<file path="src/rtl/matmul_pkg.sv">
// Shared definitions for the systolic multiplier and its result writer:
// side-length derivation, writer FSM states and the column-major element offset.
package matmul_pkg;

  typedef enum logic [1:0] {IDLE, WRITE, DONE} state_e;

  function automatic int unsigned max_dim_of(input int unsigned bus_w, input int unsigned data_w);
    return bus_w / data_w;
  endfunction

  // Result elements are stored column-major: e = col*dim + row.
  function automatic int unsigned idx(input logic [1:0] row, input logic [1:0] col,
                                      input int unsigned dim);
    return {30'b0, col} * dim + {30'b0, row};
  endfunction

endpackage

</file>
<file path="src/rtl/matmul_result_writer.sv">
// Snapshots the multiplier result on finish_mul rising edge and streams the
// valid N x M region row-major into the scratchpad, then pulses finish_write_o.
module matmul_result_writer
  import matmul_pkg::*;
#(
  parameter int DATA_WIDTH = 8,
  parameter int BUS_WIDTH  = 16,
  parameter int ADDR_WIDTH = 5,
  localparam int unsigned MAX_DIM = max_dim_of(BUS_WIDTH, DATA_WIDTH),
  localparam int unsigned NELEM   = MAX_DIM * MAX_DIM
) (
  input  logic                      clk_i,
  input  logic                      rst_ni,
  input  logic                      finish_mul_i,
  input  logic [NELEM*BUS_WIDTH-1:0] c_matrix_i,
  input  logic [NELEM-1:0]          flags_i,
  input  logic [1:0]                n_dim_i,
  input  logic [1:0]                m_dim_i,
  input  logic [ADDR_WIDTH-1:0]     base_addr_i,
  output logic                      wr_en_o,
  output logic [ADDR_WIDTH-1:0]     wr_addr_o,
  output logic [BUS_WIDTH-1:0]      wr_data_o,
  input  logic                      wr_ready_i,
  output logic [NELEM-1:0]          flags_o,
  output logic                      busy_o,
  output logic                      finish_write_o
);

  localparam int EW = (NELEM > 1) ? $clog2(NELEM) : 1;

  state_e                  state_q, state_d;
  logic                    finish_mul_q, rise;
  logic                    capture, accept;
  logic [BUS_WIDTH-1:0]    snap_q [NELEM];
  logic [NELEM-1:0]        flags_q;
  logic [1:0]              n_q, m_q, row_q, col_q;
  logic [ADDR_WIDTH-1:0]   base_q;
  int unsigned             elem;

  assign rise = finish_mul_i & ~finish_mul_q;

  always_comb begin
    state_d = state_q;
    capture = 1'b0;
    accept  = 1'b0;
    case (state_q)
      IDLE: if (rise) begin
        capture = 1'b1;
        state_d = WRITE;
      end
      WRITE: if (wr_ready_i) begin
        accept = 1'b1;
        if (row_q == n_q && col_q == m_q) state_d = DONE;
      end
      DONE:    state_d = IDLE;
      default: state_d = IDLE;
    endcase
  end

  always_ff @(posedge clk_i or negedge rst_ni) begin
    if (!rst_ni) begin
      state_q      <= IDLE;
      finish_mul_q <= 1'b0;
      flags_q      <= '0;
      n_q          <= '0;
      m_q          <= '0;
      row_q        <= '0;
      col_q        <= '0;
      base_q       <= '0;
      for (int e = 0; e < NELEM; e++) snap_q[e] <= '0;
    end else begin
      state_q      <= state_d;
      finish_mul_q <= finish_mul_i;
      if (capture) begin
        for (int e = 0; e < NELEM; e++) snap_q[e] <= c_matrix_i[(e+1)*BUS_WIDTH-1 -: BUS_WIDTH];
        flags_q <= flags_i;
        n_q     <= n_dim_i;
        m_q     <= m_dim_i;
        base_q  <= base_addr_i;
        row_q   <= '0;
        col_q   <= '0;
      end else if (accept) begin
        if (col_q < m_q) begin
          col_q <= col_q + 2'd1;
        end else begin
          col_q <= '0;
          row_q <= row_q + 2'd1;
        end
      end
    end
  end

  // Counters step past the region after the last accept; guard the lookup.
  always_comb begin
    elem      = idx(row_q, col_q, MAX_DIM);
    wr_data_o = (elem < NELEM) ? snap_q[elem[EW-1:0]] : '0;
  end

  assign wr_addr_o      = base_q + ADDR_WIDTH'(row_q) * ADDR_WIDTH'(MAX_DIM) + ADDR_WIDTH'(col_q);
  assign wr_en_o        = (state_q == WRITE);
  assign finish_write_o = (state_q == DONE);
  assign busy_o         = (state_q != IDLE);
  assign flags_o        = flags_q;

endmodule

</file>
<file path="config.mk">
export PLATFORM = sky130hd
export DESIGN_NAME = matmul_result_writer
export DESIGN_NICKNAME = d
export VERILOG_FILES = /design/src/rtl/matmul_pkg.sv /design/src/rtl/matmul_result_writer.sv
export SDC_FILE = /design/constraint.sdc
export NUM_CORES = 1
export LEC_CHECK = 0
export ABC_AREA = 1
export CAP_MARGIN = 0
export CORE_MARGIN = 4
export CORE_UTILIZATION = 40
export DETAILED_ROUTE_END_ITERATION = 7
export PLACE_DENSITY_LB_ADDON = 0.05
export SYNTH_ARGS = -nofsm -noshare
export SYNTH_HDL_FRONTEND = slang
export SYNTH_SLANG_ARGS = --single-unit
export TNS_END_PERCENT = 10
</file>
<file path="constraint.sdc">
create_clock -name clk_i -period 4.78 [get_ports clk_i]
set_clock_uncertainty 0.2 [all_clocks]
set_input_delay 0.717 -clock clk_i [delete_from_list [all_inputs] [get_ports clk_i]]
set_output_delay 0.717 -clock clk_i [all_outputs]
set_load 0.02 [all_outputs]
</file>
==> reports/qor.csv <==
stage,metric,value,unit
status,status,finished clean,
synth,synth-adder-area-share,3.336,%
grt,track_usage,17.93,%
synth,synth.area.top_cells,"dfrtp_1 50%, nand2_1 15%, nor2_1 7.7%",
worst_setup_path,crit_chain,"ha_1, inv_1, nor2_1, o21ai_0, a21oi_1, clkdlybuf4s50_1",
layout,n_fill_cell,1032,
synth,synth_xor_area_share,0.8341,%
worst_setup_path,slowest_delay,0.66,ns
sta,setup-tns-final,0,ns
placed_design,placed_cells,762,
floorplanning,io_pins,109,
placed_design,place_congestion,0.8009,
worst_hold_path,min_path_type,register to register,
power,p_per_area,680.1,nW/um^2
synth,synth.area.mux_share,0,%
synth,postSynthCellCount,550,
clock_tree,clk_latency,0.34,ns
clock_tree,post-cts-setup-buffer-count,0,
worst_setup_path,cp_data_required_time,3.86,ns
synth,synth_top_area_share,50.04,%
grt,antenna_found_initial,0,
synth,yosysUniqueCellTypes,20,
sta,whs,0.2677,ns
route,drt_first_pass_iters,5,
route,avgRoutedWirePerCell,13.77,microns
floorplanning,die-height,110.5,microns
clock_tree,cts-root-buf,clkbuf_8,
synth,synth_compound_area_share,6.315,%
clock_tree,cts-resized-gates,0,
sta,hold_violations,0,
job,cap_violations,0,
sta,rsz0062_at_grt,false,
sta,period_needed,3.909,ns
layout,layout.nets,728,
route,viasPerCell,4.793,
route,drc,0,
clock_tree,clock_sinks,84,
grt,grt_max_degree,106,
layout,diodes,0,
clock_tree,cts_tree,yes,
sta,tightest_slew,1.062,ns
layout,final_layout_size_suffix_gt1_share,3.427,%
placed_design,dp_hpwl,7351,microns
route,num_vias,3729,
worst_setup_path,setup.worst_path.start_class,register,
synth,synthesis.area,4200,sq um
synth,synthSimpleGateAreaFrac,31.81,%
grt,grt_pass1_wl,18130,microns
sta,report.final.slew_viol_count,0,
floorplanning,die_w,110.5,microns
synth,ys.warnings.count,0,
synth,synth_top_area_cell,dfrtp_1,
worst_setup_path,end_kind,output port,
power,irDropWorstVdd,366.4,uV
sta,fin_crit_sh,81.77,%
layout,area_delta_synth_final,30.71,%
worst_setup_path,path_class,register to output port,
route,drt_wl_total,10710,microns
floorplanning,dieArea,12200,sq um
worst_setup_path,arrival,2.99,ns
clock_tree,cts_made_buffers,9,
sta,maxSlewHeadroom,29.23,%
synth,synth_top_family_by_area,simple AND/OR/NAND/NOR gates,
floorplanning,start_util,40.87,%
floorplanning,fp-row-count,37,
clock_tree,clk_pin_slew,0.07,ns
sta,max_freq,0.2558,GHz
placed_design,port_buffers,108,
synth,synth_seq_cells,84,
floorplanning,core,10280,sq um
route,final_antenna_net_count,0,
clock_tree,ctsHoldBuffers,0,
synth,synth_area_per_cell,7.637,sq um
synth,synth_fp_nets,641,
clock_tree,clockBufferDepth,2,
grt,grt_pass1_vias,3661,
worst_setup_path,cp_slowest_cell,ha_1,
layout,fin_cells,778,
sta,finalSetupViolations,0,
power,leakage,2.733,nW
clock_tree,htreeDepth,3,
worst_setup_path,cp_max_fo,17,
grt,gr-total-overflow,0,
synth,synth_seq_area_share,50.04,%
route,drt_iter0_markers,186,
-- through the flow --
step	util, %	area (sq um)	setup slack, ns	power [W]
after floorplan	-	4200	1.692	0.002484
after global placement	51.52	5295	1.242	0.003247
after CTS	53.42	5490	0.7895	0.003796
final	53.42	5490	0.8714	0.003734
after detailed placement	51.52	5295	1.160	0.003283
after global routing	53.42	5490	0.6163	0.004067
-- registers in the layout, indices dropped and copies added, names as in the netlist --
| signal | cells |
|---|---|
| flags_o | 4 |
| base_q | 5 |
| col_q | 2 |
| n_q | 2 |
| snap_q | 64 |
| m_q | 2 |
| row_q | 2 |
| state_q | 2 |
| finish_mul_q | 1 |
-- cells in the mapped netlist --
cell type and instances:
o21ai_0 16, nand4_1 4, a21oi_1 37, nand2_1 170, nand2_2 1, buf_4 8, clkbuf_1 9, buf_2 17
nand3_1 63, xnor2_1 2, dfrtp_1 84, xor2_1 2, inv_2 1, nor2_4 2, or2_1 1, fa_1 2
inv_1 36, buf_1 1, nor2_1 86, ha_1 8
-- routing by layer --
layer / GRT usage [%] / share of wire (%) / vias up / routed length [microns]
met3: 3.068 / 5.4 / 8 / 575
met2: 27.79 / 47 / 88 / 4994
met4: 5.008 / 0.83 / 0 / 89
li1: - / - / 1898 / -
met5: 0 / 0 / - / 0
met1: 25.92 / 47 / 1735 / 5052
-- cell families after synthesis --
| logic type | count (synthesis) |
|---|---|
| buffers and inverters | 72 |
| flip-flops | 84 |
| AO/OA/AOI/OAI | 53 |
| adder cells (fa/ha/maj) | 10 |
| AND/OR/NAND/NOR | 327 |
| XOR/XNOR | 4 |
-- layout make-up --
cell class	instances	area (sq um)	share of cell area (%)
multi-input cells	394	1782	32.45
clock inverters	3	46.29	0.8432
repair buffers	111	1101	20.05
inverters	37	138.9	2.530
clock buffers	13	148.9	2.712
flip-flops and latches	84	2103	38.31
well taps	136	170.2	3.099
-- report_power, final --
| part | switching [W] | total, W | internal (W) |
|---|---|---|---|
| Combinational | 0.00120 | 0.00203 | 0.000833 |
| Sequential | 0.000165 | 0.00120 | 0.00103 |
| Clock | 0.000247 | 0.000505 | 0.000258 |
-- worst max-delay path, delay by kind of cell (launching register included) --
kind	cells	cell delay [ns]
buffers and inverters	2	1.04
adder cells (fa/ha/maj)	1	0.66
flip-flops	1	0.45
AO/OA/AOI/OAI	2	0.33
AND/OR/NAND/NOR	1	0.18
-- final timing paths --
kind | end | depth (start not counted) | slack, ns | from
setup / recovery | wr_data_o[7] | 6 | 0.87 | row_q[1]$_DFFE_PN0P_
hold / removal | snap_q[15]$_DFFE_PN0P_ | 2 | 0.27 | snap_q[15]$_DFFE_PN0P_
setup reg to reg | snap_q[46]$_DFFE_PN0P_ | 5 | 1.99 | state_q[0]$_DFFE_PN0P_
hold reg to reg | snap_q[15]$_DFFE_PN0P_ | 2 | 0.27 | snap_q[15]$_DFFE_PN0P_
max in group asynchronous | row_q[0]$_DFFE_PN0P_ | 1 | 3.28 | rst_ni
min in group asynchronous | m_q[1]$_DFFE_PN0P_ | 1 | 0.35 | rst_ni
-- cells in the final DEF, fill, tap and decap left out --
cell type / netlist / routed
dfrtp_1: 84 / 83
fa_1: 2 / 2
bufinv_16: 0 / 1
nand2_4: 0 / 1
clkinv_4: 0 / 1
nand3_1: 63 / 63
clkinvlp_4: 0 / 1
a21oi_1: 37 / 37
or2_1: 1 / 1
buf_4: 8 / 4
xor2_1: 2 / 2
nor2_4: 2 / 2
inv_2: 1 / 1
nand2_1: 170 / 170
nand4_1: 4 / 4
clkdlybuf4s50_1: 0 / 107
o21ai_0: 16 / 16
dfrtp_2: 0 / 1
nor2_1: 86 / 86
ha_1: 8 / 8
clkbuf_1: 9 / 3
inv_1: 36 / 36
xnor2_1: 2 / 2
clkbuf_8: 0 / 10
Note: power is estimated with default switching activity, not from simulation.
